### src/rtl/fp_mul_pipe.sv
`default_nettype none
// ============================================================================
//  Module   : fp_mul_pipe
//  Purpose  : Pipelined signed fixed-point (two's complement, Q-format)
//             multiplier with valid/ready handshake, per-operation rounding,
//             selectable saturate/wrap and sticky overflow status.
//  Ports    : clk, rst (async, active-low)
//             in_valid / in_ready / a_in / b_in / rnd_mode : operand side
//             out_valid / out_ready / mult_out / overflow  : result side
//             ovf_sticky / clr_ovf                         : overflow status
//  Revision : 1.0  initial release
// ============================================================================
module fp_mul_pipe #(
  parameter int N    = 16,
  parameter int Q    = 12,
  parameter int PIPE = 3,
  parameter int SAT  = 1
) (
  input  logic         clk,
  input  logic         rst,
  input  logic         in_valid,
  output logic         in_ready,
  input  logic [N-1:0] a_in,
  input  logic [N-1:0] b_in,
  input  logic         rnd_mode,
  output logic         out_valid,
  input  logic         out_ready,
  output logic [N-1:0] mult_out,
  output logic         overflow,
  output logic         ovf_sticky,
  input  logic         clr_ovf
);

  localparam int PW = 2 * N;      // exact product width
  localparam int RW = 2 * N + 1;  // rounding width, one guard bit so +half never wraps

  localparam logic [RW-1:0] c_rnd_half = {{(RW-1){1'b0}}, 1'b1} << (Q - 1);
  localparam logic [N-1:0]  c_max      = {1'b0, {(N-1){1'b1}}};
  localparam logic [N-1:0]  c_min      = {1'b1, {(N-1){1'b0}}};

  // Exact 2N-bit signed product; operands sign-extended so the multiply is
  // carried out at full width regardless of context sizing.
  function automatic logic [PW-1:0] mul_full(input logic [N-1:0] a,
                                             input logic [N-1:0] b);
    logic signed [PW-1:0] ax;
    logic signed [PW-1:0] bx;
    ax = $signed({{N{a[N-1]}}, a});
    bx = $signed({{N{b[N-1]}}, b});
    return ax * bx;
  endfunction

  // Rescale by 2^-Q with optional round-half-up, then range check and
  // saturate/wrap. Returns {overflow, value}.
  function automatic logic [N:0] finish(input logic [PW-1:0] p,
                                        input logic          rnd);
    logic signed [RW-1:0] s;
    logic signed [RW-1:0] r;
    logic [RW-N:0]        hi;
    logic                 ovf;
    logic [N-1:0]         val;
    s   = {p[PW-1], p} + (rnd ? c_rnd_half : {RW{1'b0}});
    r   = s >>> Q;
    // In range only when every bit from the result sign upward agrees.
    hi  = r[RW-1:N-1];
    ovf = ~((&hi) | ~(|hi));
    if (ovf && (SAT != 0)) begin
      val = r[RW-1] ? c_min : c_max;
    end else begin
      val = r[N-1:0];
    end
    return {ovf, val};
  endfunction

  // --------------------------------------------------------------------------
  // Handshake: the whole pipe freezes while the output is held by downstream.
  // --------------------------------------------------------------------------
  logic [PIPE-1:0] r_vld;
  logic [PIPE:0]   w_vld_shift;
  logic            w_stall;
  logic            w_adv;
  logic [N:0]      w_res;   // {overflow, value} of the last stage

  assign out_valid   = r_vld[PIPE-1];
  assign w_stall     = out_valid & ~out_ready;
  assign w_adv       = ~w_stall;
  assign in_ready    = ~w_stall;
  assign w_vld_shift = {r_vld, in_valid};

  always_ff @(posedge clk or negedge rst) begin
    if (!rst) begin
      r_vld <= '0;
    end else if (w_adv) begin
      r_vld <= w_vld_shift[PIPE-1:0];
    end
  end

  // --------------------------------------------------------------------------
  // Datapath. Stage 1 captures operands; the multiply, the round/saturate and
  // any extra latency are spread over the remaining stages.
  // --------------------------------------------------------------------------
  generate
    if (PIPE == 1) begin : g_pipe1
      logic [N:0] r_res;
      always_ff @(posedge clk or negedge rst) begin
        if (!rst) begin
          r_res <= '0;
        end else if (w_adv) begin
          r_res <= finish(mul_full(a_in, b_in), rnd_mode);
        end
      end
      assign w_res = r_res;
    end else if (PIPE == 2) begin : g_pipe2
      logic [N-1:0] r_s1_a;
      logic [N-1:0] r_s1_b;
      logic         r_s1_rnd;
      logic [N:0]   r_res;
      always_ff @(posedge clk or negedge rst) begin
        if (!rst) begin
          r_s1_a   <= '0;
          r_s1_b   <= '0;
          r_s1_rnd <= 1'b0;
          r_res    <= '0;
        end else if (w_adv) begin
          r_s1_a   <= a_in;
          r_s1_b   <= b_in;
          r_s1_rnd <= rnd_mode;
          r_res    <= finish(mul_full(r_s1_a, r_s1_b), r_s1_rnd);
        end
      end
      assign w_res = r_res;
    end else begin : g_pipen
      logic [N-1:0]  r_s1_a;
      logic [N-1:0]  r_s1_b;
      logic          r_s1_rnd;
      logic [PW-1:0] r_s2_p;
      logic          r_s2_rnd;
      // r_stg[2] holds the finished result; higher indices only add latency.
      logic [N:0]    r_stg [2:PIPE-1];
      always_ff @(posedge clk or negedge rst) begin
        if (!rst) begin
          r_s1_a   <= '0;
          r_s1_b   <= '0;
          r_s1_rnd <= 1'b0;
          r_s2_p   <= '0;
          r_s2_rnd <= 1'b0;
          for (int k = 2; k < PIPE; k++) begin
            r_stg[k] <= '0;
          end
        end else if (w_adv) begin
          r_s1_a   <= a_in;
          r_s1_b   <= b_in;
          r_s1_rnd <= rnd_mode;
          r_s2_p   <= mul_full(r_s1_a, r_s1_b);
          r_s2_rnd <= r_s1_rnd;
          r_stg[2] <= finish(r_s2_p, r_s2_rnd);
          for (int k = 3; k < PIPE; k++) begin
            r_stg[k] <= r_stg[k-1];
          end
        end
      end
      assign w_res = r_stg[PIPE-1];
    end
  endgenerate

  assign mult_out = w_res[N-1:0];
  assign overflow = w_res[N];

  // Set has priority over clear so an overflow emitted alongside a clear is
  // never lost.
  always_ff @(posedge clk or negedge rst) begin
    if (!rst) begin
      ovf_sticky <= 1'b0;
    end else if (out_valid && out_ready && overflow) begin
      ovf_sticky <= 1'b1;
    end else if (clr_ovf) begin
      ovf_sticky <= 1'b0;
    end
  end

endmodule
`default_nettype wire

### config.mk
export PLATFORM = sky130hd
export DESIGN_NAME = fp_mul_pipe
export DESIGN_NICKNAME = d
export VERILOG_FILES = /design/src/rtl/fp_mul_pipe.sv
export SDC_FILE = /design/constraint.sdc
export NUM_CORES = 1
export LEC_CHECK = 0
export ABC_AREA = 0
export BUFFER_PORTS_ARGS = -buffer_cell sky130_fd_sc_hd__buf_2
export CORE_ASPECT_RATIO = 0.7
export CORE_UTILIZATION = 45
export DETAILED_ROUTE_END_ITERATION = 6
export GPL_ROUTABILITY_DRIVEN = 1
export SLEW_MARGIN = 20
export SYNTH_ARGS = -nofsm -noshare
export SYNTH_HDL_FRONTEND = slang
export SYNTH_SLANG_ARGS = --single-unit
### constraint.sdc
create_clock -name clk -period 16.83 [get_ports clk]
set_input_delay 2.5245 -clock clk [delete_from_list [all_inputs] [get_ports clk]]
set_output_delay 2.5245 -clock clk [all_outputs]
set_load 0.05 [all_outputs]
# == Yosys cells after proc, flatten, opt, wreduce, memory -nomap -nowiden ==
# Index checks and enable logic that the tools add are counted.
# totals
register_bits,87
elab_cells,26
# classes
add_sub_neg,1
mul,1
muxes,5
bitwise_logic,6
n_reduce_logical,5
# ops
operator,n
32-bit by 13-bit adder with 33-bit output,1
16-bit by 16-bit multiplier with 32-bit output,1
16-bit 2-to-1 mux,2
12-bit 2-to-1 mux,1
6-bit AND reduction,1
6-bit OR reduction,1
1-bit NOT,4
1-bit logical AND,2
1-bit 2-to-1 mux,2
2-bit nonzero test,1
1-bit bitwise AND,1
1-bit OR,1

# == Longest topological paths before layout ==
# Gate-level depths: netlist of run 1.
# logic_depth
ltp_word,6
ltp_mapped,24
mapped_depth_nobuf,23

# == Worst setup path before layout of run 1 ==
# OpenSTA, ideal clock, no wires.
# synth_path
path_type,in2out
from,input port out_ready
to,output port in_ready
t_arrival_ps,3609
t_required_ps,14305
slack_ps,10697
path_stages,4
path_buffers,2
cell_sequence,nor2b_1 > inv_1 > clkbuf_1 > clkbuf_1
# synth_via
elab_chain_len,3
# synth_lines
element,line_no,source
"start, declared",27,"input logic out_ready,"
1-bit NOT,84,assign w_stall = out_valid & ~out_ready;
1-bit bitwise AND,84,
1-bit NOT,86,assign in_ready = ~w_stall;
"end, declared",22,"output logic in_ready,"
# Every way passes these cells.

# == Final worst setup path of run 1 ==
# layout_path
from,register g_pipen.r_s1_b[1]
to,register g_pipen.r_s2_p[31]
# layout_via
elab_chain_len,1
# layout_lines
element,line_no,source
"start, declared",133,logic [N-1:0] r_s1_b;
"start signal, assigned",151,r_s1_b <= b_in;
16-bit by 16-bit multiplier with 32-bit output,49,return ax * bx;
"end signal, assigned",153,"r_s2_p <= mul_full(r_s1_a, r_s1_b);"
"end, declared",135,logic [PW-1:0] r_s2_p;
# Every way passes these cells.
# A chain may end at the register's enable or synchronous reset.

==> results.json, run 1 <==
{
  "status": "finished, final reports clean",
  "avgSynthCellArea_um2": 8.97,
  "yosysSeqAreaShare": 0.148,
  "tightest_slew_ps": 785,
  "skew_ps": 14.5,
  "cts.sinks": 76,
  "fin_setup_tns_ps": 0,
  "firstDrtPassIters": 5,
  "grt_usage": 0.222,
  "grt_pass1_wl_um": 50200,
  "wl_per_cell_um": 16.0,
  "crit_path_max_fanout": 17,
  "timing.fmax_mhz": 150,
  "design_area_mm2": 0.0137,
  "period_needed_ps": 6650,
  "worstPathRequired_ps": 17080,
  "port_buffers": 57,
  "synth_warnings": 0,
  "antenna_cells": 0,
  "grt_antenna_before_repair": 0,
  "avgViaCountPerCell": 5.01,
  "cts-buffers-inserted": 9,
  "clock_latency_ps": 360,
  "min_path_type": "reg -> reg",
  "worstHoldPathCells": 2,
  "pin_count": 58,
  "grt_max_degree": 77,
  "dpl-instance-area_mm2": 0.0134,
  "fp-row-count": 51,
  "dp_hpwl_um": 23200,
  "routed_wl_um": 29100,
  "cts-hold-fix-buffers": 0,
  "core_mm2": 0.0279,
  "path_class": "reg -> reg",
  "drcViolationCount": 0,
  "clock_path_buffers": 2,
  "setup_violations": 0,
  "cts.clk_slew.worst_paths_ps": 70,
  "die_w_um": 204,
  "synth_cells": 1434,
  "areaGrowthSynthToFinish_pct": 6.54,
  "grt_setup_unrepaired": "no",
  "ys_ff_latch": 76,
  "cp-end-kind": "flop",
  "maxSlewHeadroom": 0.477,
  "drv_slew": 0,
  "start_kind": "flop",
  "synth_edf_count": 0,
  "async_reset_ff_frac": 1.00,
  "drt_iter0_markers": 501,
  "post-route-period-util": 0.395,
  "gp_congestion": 0.823,
  "syn_nets": 1813,
  "htreeDepth": 3,
  "fin_ws_ps": 10180,
  "layout-drive-gt1-share": 0.0620,
  "critPathArrivalTime_ps": 6900,
  "grt_pass1_vias": 9747,
  "utilization": 0.490,
  "dieArea_mm2": 0.0293,
  "hold_viol_final": 0,
  "pre_cts_ws_ps": 10180,
  "num-nets-final": 1826,
  "cts_resized": 0,
  "die_y_um": 143,
  "final_common_cell": "inv_1",
  "syn-cell-area_mm2": 0.0129,
  "ant_nets": 0,
  "postCtsSetupRepairBufs": 0,
  "final_cell_mix": "331 x inv_1, 276 x nand2_1, 261 x fa_1",
  "grt_overflow": 0,
  "synthDistinctLibCells": 59,
  "start_util": 0.460,
  "reg2regPathDepth": 17,
  "max-cap-violations": 0,
  "vias": 9134,
  "cts_tree": "yes",
  "ys.flop_type": "dfrtp_1",
  "cts_root_buffer": "clkbuf_16"
}
[Yosys cell counts (all sizes together), types with 2 or more instances]
cell type  count  share of area
a2111o         2         0.0018
a211oi         4         0.0027
a21boi         2         0.0020
a21o           8         0.0047
a21oi         25          0.010
and2         115          0.056
and3           3         0.0015
and4           3         0.0020
buf            4         0.0019
clkbuf        54          0.016
dfrtp         76           0.15
fa           261           0.41
ha            80          0.078
inv          332          0.097
nand2        276          0.081
nand2b         8         0.0039
nand3         12         0.0051
nand4          5         0.0029
nor2          43          0.013
nor2b          2        0.00097
nor3           8         0.0031
nor4           2        0.00097
o211ai         2         0.0016
o21a           7         0.0041
o21ai         33          0.013
o21bai         2         0.0012
o22ai          2        0.00097
o31ai          4         0.0023
o41ai          2         0.0014
or2            3         0.0015
or3            5         0.0024
or4            2         0.0012
xnor2         23          0.016
xor2          10         0.0068
[cell type report]
class | count | area, µm²
clock inverter | 7 | 58.8
sequential | 76 | 1900
fill | 2699 | 14200
inverter | 332 | 1250
multi-input combinational | 968 | 9490
clock buffer | 9 | 225
tap | 371 | 464
timing repair buffer | 60 | 314
[per-stage QoR]
step,hold WS (ps),instances
3_3_place_gp,441,1807
2_1_floorplan,430,1434
4_1_cts,479,1823
6_report,478,1823
3_5_place_dp,461,1807
5_1_grt,502,1823
[logic make-up after synthesis]
logic type      after synthesis  share of synthesized area
compound gates              104                     0.0543
xor+xnor                     33                     0.0225
fa+ha+maj                   341                      0.484
buf+inv                     390                      0.115
flops                        76                      0.148
mux                           1                   0.000778
simple gates                489                      0.176
[layer usage]
| metal | routed length [µm] | GRT usage |
|---|---|---|
| met1 | 14400 | 0.323 |
| met2 | 12800 | 0.352 |
| met3 | 1450 | 0.0347 |
| met4 | 399 | 0.0452 |
| met5 | 0 | 0 |
[worst max-delay path, cell delays in order (launching register included)]
cell	delay, ps
dfrtp_1	790
nand2_1	210
inv_1	170
fa_1	530
fa_1	830
fa_1	520
fa_1	500
fa_1	490
inv_1	50
fa_1	520
inv_1	40
ha_1	320
a21o_1	180
a21o_1	200
a2111o_1	410
o21ba_1	210
a2111o_1	420
o221a_2	120
[state kept, by name (all words and copies together) (netlist names)]
name	flops
r_vld	3
g_pipen.r_stg	17
g_pipen.r_s1_b	16
ovf_sticky	1
g_pipen.r_s1_a	16
g_pipen.r_s2_rnd	1
g_pipen.r_s2_p	21
g_pipen.r_s1_rnd	1
[path summary, 6_finish.rpt]
| path | from | end | slack, ps |
|---|---|---|---|
| worst max-delay path | g_pipen.r_s1_b[1]$_DFFE_PN0N_ | g_pipen.r_s2_p[31]$_DFFE_PN0N_ | 10180 |
| worst min-delay path | r_vld[0]$_DFFE_PN0N_ | r_vld[0]$_DFFE_PN0N_ | 480 |
| worst max register to register | g_pipen.r_s1_b[1]$_DFFE_PN0N_ | g_pipen.r_s2_p[31]$_DFFE_PN0N_ | 10180 |
| worst min register to register | r_vld[0]$_DFFE_PN0N_ | r_vld[0]$_DFFE_PN0N_ | 480 |
| max in group asynchronous | rst | g_pipen.r_s2_p[13]$_DFFE_PN0N_ | 14110 |
| min in group asynchronous | rst | g_pipen.r_s1_a[8]$_DFFE_PN0N_ | 2210 |
Power of run 1 is left out: the tool's default activity adds up to more than one toggle a clock period on the data nets, which glitch-free logic cannot reach.
==> run 2: changes to the inputs <==
clock period = 5.9 ns   (was 16.83 ns; I/O delays follow)
==> results.json, run 2 (synthesized netlist as in run 1, its figures left out) <==
{
  "status": "complete, but fails checks",
  "failed_checks": "negative setup slack",
  "min_to": "g_pipen.r_s1_rnd$_DFFE_PN0N_",
  "seqCellArea_mm2": 0.00192,
  "layout-drive-gt1-share": 0.202,
  "dieArea_mm2": 0.0293,
  "grt_pass1_vias": 10293,
  "cts.sinks": 76,
  "grt_pass1_wl_um": 55000,
  "core_mm2": 0.0279,
  "cp-end-kind": "flop",
  "cts_root_buffer": "clkbuf_16",
  "grt_use_met1": 0.369,
  "period_needed_ps": 5920,
  "ant_nets": 0,
  "biggestRegsByFlops": "g_pipen.r_s2_p: 21 flops, g_pipen.r_stg: 17 flops",
  "cts-buffers-inserted": 9,
  "r2r_start": "g_pipen.r_s1_a[12]$_DFFE_PN0N_",
  "hp-start": "g_pipen.r_s1_rnd$_DFFE_PN0N_",
  "avgViaCountPerCell": 4.94,
  "pin_count": 58,
  "fin_ws_ps": -16.9,
  "routed_wl_um": 32900,
  "multi_input_area_mm2": 0.00973,
  "final_cell_mix": "322 x inv_1, 272 x nand2_1, 250 x fa_1",
  "cts.clk_slew.worst_paths_ps": 70,
  "fp-row-count": 51,
  "reg2reg_to": "g_pipen.r_s2_p[31]$_DFFE_PN0N_",
  "worstHoldPathCells": 2,
  "gp_congestion": 0.921,
  "grt_max_degree": 77,
  "num-nets-final": 1997,
  "r2r_setup_slack_ps": -20,
  "min_path_type": "reg -> reg",
  "cts_tree": "yes",
  "firstDrtPassIters": 5,
  "tightest_slew_ps": 758,
  "critPathArrivalTime_ps": 6170,
  "wl_per_cell_um": 16.5,
  "vias": 9837,
  "fill_cells": 2562,
  "hold_viol_final": 0,
  "post-route-period-util": 1.00,
  "setup_violations": 1,
  "grt_setup_unrepaired": "yes",
  "use_met2": 0.365,
  "start_kind": "flop",
  "path_class": "reg -> reg",
  "grt_overflow": 0,
  "die_w_um": 204,
  "regMostFlops": "g_pipen.r_s2_p",
  "hold_slack_ps": 469,
  "use_met3": 0.0658,
  "drt_iter0_markers": 552,
  "cts-hold-fix-buffers": 0,
  "drcViolationCount": 0,
  "crit_path_max_fanout": 6,
  "dp_hpwl_um": 27100,
  "clock_path_buffers": 2,
  "max-cap-violations": 0,
  "port_buffers": 57,
  "clock_latency_ps": 360,
  "worstPathRequired_ps": 6160,
  "timing.fmax_mhz": 169,
  "maxSlewHeadroom": 0.495,
  "grt_antenna_before_repair": 0,
  "die_y_um": 143,
  "largest_reg_flops": 21,
  "start_util": 0.460,
  "grt_usage": 0.248,
  "antenna_cells": 0,
  "reg2regPathDepth": 20,
  "skew_ps": 13.5,
  "top_usage_layer": "met1",
  "final_common_cell": "inv_1",
  "areaGrowthSynthToFinish_pct": 19.9,
  "drv_slew": 0,
  "htreeDepth": 3
}
-- run 2: cell types whose count changed in the layout (fill, tap and decap cells not counted), moves of 5 or more --
cell	delta
dfrtp_2	+18
fa_1	-11
fa_2	+11
buf_12	+7
ha_4	+5
buf_6	+11
dfrtp_1	-18
inv_1	-9
buf_4	+153
inv_2	+8
ha_1	-7
-- run 2: worst max-delay path by stage --
stage	to	from	slack [ps]	cells after the start
finish	g_pipen.r_s2_p[31]$_DFFE_PN0N_	g_pipen.r_s1_a[12]$_DFFE_PN0N_	-20	20
CTS	g_pipen.r_s2_p[31]$_DFFE_PN0N_	g_pipen.r_s1_a[15]$_DFFE_PN0N_	-4	21
global placement	g_pipen.r_s2_p[28]$_DFFE_PN0N_	g_pipen.r_s1_b[5]$_DFFE_PN0N_	-150	21
detailed placement	g_pipen.r_s2_p[28]$_DFFE_PN0N_	g_pipen.r_s1_b[6]$_DFFE_PN0N_	-260	20
floorplan	g_pipen.r_s2_p[31]$_DFFE_PN0N_	g_pipen.r_s1_b[2]$_DFFE_PN0N_	6	18
global route	g_pipen.r_s2_p[27]$_DFFE_PN0N_	g_pipen.r_s1_a[6]$_DFFE_PN0N_	-200	21
-- run 2: layout make-up --
class / count / share of cell area
clock buffer: 10 / 0.0155
inverter: 332 / 0.0810
clock inverter: 5 / 0.00544
tap: 371 / 0.0301
multi-input combinational: 968 / 0.631
sequential: 76 / 0.125
timing repair buffer: 231 / 0.112
-- run 2: metrics by stage --
stage               instance area [µm²]  setup WS, ps  cells  setup TNS (ps)  utilization
floorplan                         12900          6.28   1434               0            -
global placement                  14600          -151   1948            -525        0.521
detailed placement                14600          -255   1948           -1210        0.521
CTS                               15300         -3.89   1985           -3.89        0.546
global route                      15400          -199   1993           -1610        0.552
finish                            15400         -16.9   1993           -16.9        0.552
-- run 2: what timing repair did --
| action | 4_1_cts | 5_1_grt |
|---|---|---|
| setup buffers | 23 | 8 |
| endpoints found under the setup margin | 10 | 14 |
| pin swaps | 30 | 18 |
| resized for setup | 63 | 26 |
-- run 2: worst max-delay path, stage by stage (launching register included) --
cell and delay, ps:
dfrtp_2 480, buf_4 180, buf_4 140, and2_1 170, fa_2 520, inv_1 50, fa_1 470, inv_1 50
fa_1 510, fa_2 450, fa_1 550, inv_1 60, fa_1 530, inv_1 50, ha_1 200, a21o_1 160
a21o_1 170, a2111o_1 380, o21ba_4 230, a2111o_1 350, o221a_2 120
-- run 2: metal layers --
metal | vias to the layer above | share of wire
li1 | 4586 | -
met1 | 4920 | 0.49
met4 | 0 | 0.011
met2 | 305 | 0.42
met3 | 26 | 0.083
met5 | - | 0
Power of run 2 is left out for the same reason.
==> run 3: changes to the inputs <==
CELL_PAD_IN_SITES_DETAIL_PLACEMENT = 0   (was unset)
CELL_PAD_IN_SITES_GLOBAL_PLACEMENT = 2   (was unset)
CORE_UTILIZATION = 37   (was 45)
PLACE_DENSITY_LB_ADDON = 0.1   (was unset)
==> results.json, run 3 (synthesized netlist as in run 1, its figures left out) <==
{
  "wl_per_cell_um": 16.6,
  "clock_path_buffers": 2,
  "avgViaCountPerCell": 4.56,
  "antenna_cells": 0,
  "wl_met2_um": 14100,
  "r2r_start": "g_pipen.r_s1_a[15]$_DFFE_PN0N_",
  "gp_congestion": 0.830,
  "largest_reg_flops": 21,
  "start_kind": "flop",
  "critPathArrivalTime_ps": 6250,
  "path_buf_inv": 5,
  "layout-drive-gt1-share": 0.222,
  "reg2reg_to": "g_pipen.r_s2_p[31]$_DFFE_PN0N_",
  "dieArea_mm2": 0.0355,
  "die_w_um": 225,
  "grt_pass1_vias": 10351,
  "grt_max_degree": 76,
  "htreeDepth": 3,
  "post-route-period-util": 1.02,
  "cts.sinks": 76,
  "clock_latency_ps": 370,
  "port_buffers": 57,
  "drv_slew": 0,
  "drt_iter0_markers": 450,
  "tightest_slew_ps": 775,
  "grt_usage": 0.212,
  "drt-met1-wl_um": 18800,
  "firstDrtPassIters": 5,
  "hold_viol_final": 0,
  "timing.fmax_mhz": 167,
  "grt_overflow": 0,
  "grt_antenna_before_repair": 0,
  "routed_wl_um": 34600,
  "cpPeakStageDelay_ps": 650,
  "final_cell_mix": "310 x inv_1, 269 x nand2_1, 248 x fa_1",
  "cts_tree": "yes",
  "maxSlewHeadroom": 0.483,
  "dp_hpwl_um": 28900,
  "areaGrowthSynthToFinish_pct": 22.5,
  "status": "complete, but fails checks",
  "pin_count": 58,
  "grt_setup_unrepaired": "yes",
  "top_layer_used": "met4",
  "grt_pass1_wl_um": 56900,
  "start_util": 0.380,
  "path_class": "reg -> reg",
  "fin_setup_tns_ps": -133,
  "hold_slack_ps": 294,
  "ant_nets": 0,
  "fin_ws_ps": -96.5,
  "final_common_cell": "inv_1",
  "cp_top_family": "adder cells",
  "cts_root_buffer": "clkbuf_16",
  "die_y_um": 158,
  "fp-row-count": 56,
  "drcViolationCount": 0,
  "crit_chain": "buf_6 > nand2_4 > inv_2 > fa_2 > buf_12 > inv_2 > fa_2 > fa_1 > fa_1 > fa_2 > fa_1 > inv_1 > ha_2 > or3_4 > o22ai_4 > nand2b_4 > or2_4 > a21oi_4 > o21ba_4 > a2111o_1 > o221a_2",
  "crit_path_max_fanout": 4,
  "cts-buffers-inserted": 9,
  "failed_checks": "negative setup slack",
  "max-cap-violations": 0,
  "core_mm2": 0.0338,
  "period_needed_ps": 6000,
  "fill_cells": 3369,
  "skew_ps": 17.6,
  "setup_violations": 3,
  "num-nets-final": 2001,
  "reg2regPathDepth": 21,
  "worstPathRequired_ps": 6150,
  "cp-end-kind": "flop",
  "biggestRegsByFlops": "g_pipen.r_s2_p: 21 flops, g_pipen.r_stg: 17 flops",
  "min_path_type": "in -> async",
  "cpMaxStageDelayCell": "fa_2",
  "vias": 9535,
  "r2r_setup_slack_ps": -100,
  "regMostFlops": "g_pipen.r_s2_p",
  "dr_wl_met3_um": 1420,
  "cts.clk_slew.worst_paths_ps": 80
}
## run 3: cell types whose count changed in the layout (fill, tap and decap cells not counted), moves of 6 or more
cell	change
buf_6	+12
inv_1	-12
buf_4	-11
inv_2	+13
dfrtp_2	-6
ha_1	-6
ha_4	+6
## run 3: layer usage
layer  up-vias  track usage
li1       4601            -
met1      4774        0.326
met2       138        0.313
met3        22       0.0360
met4         0       0.0382
met5         -            0
## run 3: worst max-delay path by stage
stage | cells past startpoint | to | slack [ps] | start
2_1_floorplan | 18 | g_pipen.r_s2_p[31]$_DFFE_PN0N_ | 6 | g_pipen.r_s1_b[2]$_DFFE_PN0N_
3_3_place_gp | 18 | g_pipen.r_s2_p[31]$_DFFE_PN0N_ | -270 | g_pipen.r_s1_b[5]$_DFFE_PN0N_
3_5_place_dp | 20 | g_pipen.r_s2_p[31]$_DFFE_PN0N_ | -340 | g_pipen.r_s1_b[6]$_DFFE_PN0N_
4_1_cts | 20 | g_pipen.r_s2_p[30]$_DFFE_PN0N_ | -70 | g_pipen.r_s1_a[15]$_DFFE_PN0N_
5_1_grt | 21 | g_pipen.r_s2_p[31]$_DFFE_PN0N_ | -240 | g_pipen.r_s1_a[15]$_DFFE_PN0N_
6_report | 21 | g_pipen.r_s2_p[31]$_DFFE_PN0N_ | -100 | g_pipen.r_s1_a[15]$_DFFE_PN0N_
## run 3: what timing repair did
action | CTS | global route
pin swaps | 44 | 22
hold buffers | 0 | 0
buffers inserted | 17 | 18
setup endpoints to repair | 13 | 16
gates resized for setup | 71 | 58
## run 3: worst reg2reg max path: cells and delay by family, from the launching register on
family / cells / cell delay, ps
adder cells (fa/ha/maj): 7 / 3290
flip-flops: 1 / 490
AND/OR/NAND/NOR: 4 / 710
buffers and inverters: 5 / 400
AO/OA/AOI/OAI: 5 / 970
## run 3: layout make-up
type | instances | area (µm²) | share of cell area
tap | 464 | 581 | 0.0369
timing repair buffer | 235 | 1840 | 0.117
inverter | 332 | 1250 | 0.0791
sequential | 76 | 1920 | 0.122
clock inverter | 7 | 88.8 | 0.00564
clock buffer | 9 | 225 | 0.0143
multi-input combinational | 968 | 9850 | 0.625
## run 3: through the flow
step | utilization | instances | setup slack, ps | cell area [µm²]
after floorplan | - | 1434 | 6.28 | 12900
after global placement | 0.434 | 2041 | -269 | 14700
after detailed placement | 0.434 | 2041 | -335 | 14700
after CTS | 0.455 | 2074 | -72.0 | 15400
after global routing | 0.466 | 2091 | -238 | 15800
final | 0.466 | 2091 | -96.5 | 15800
Power of run 3 is left out for the same reason.
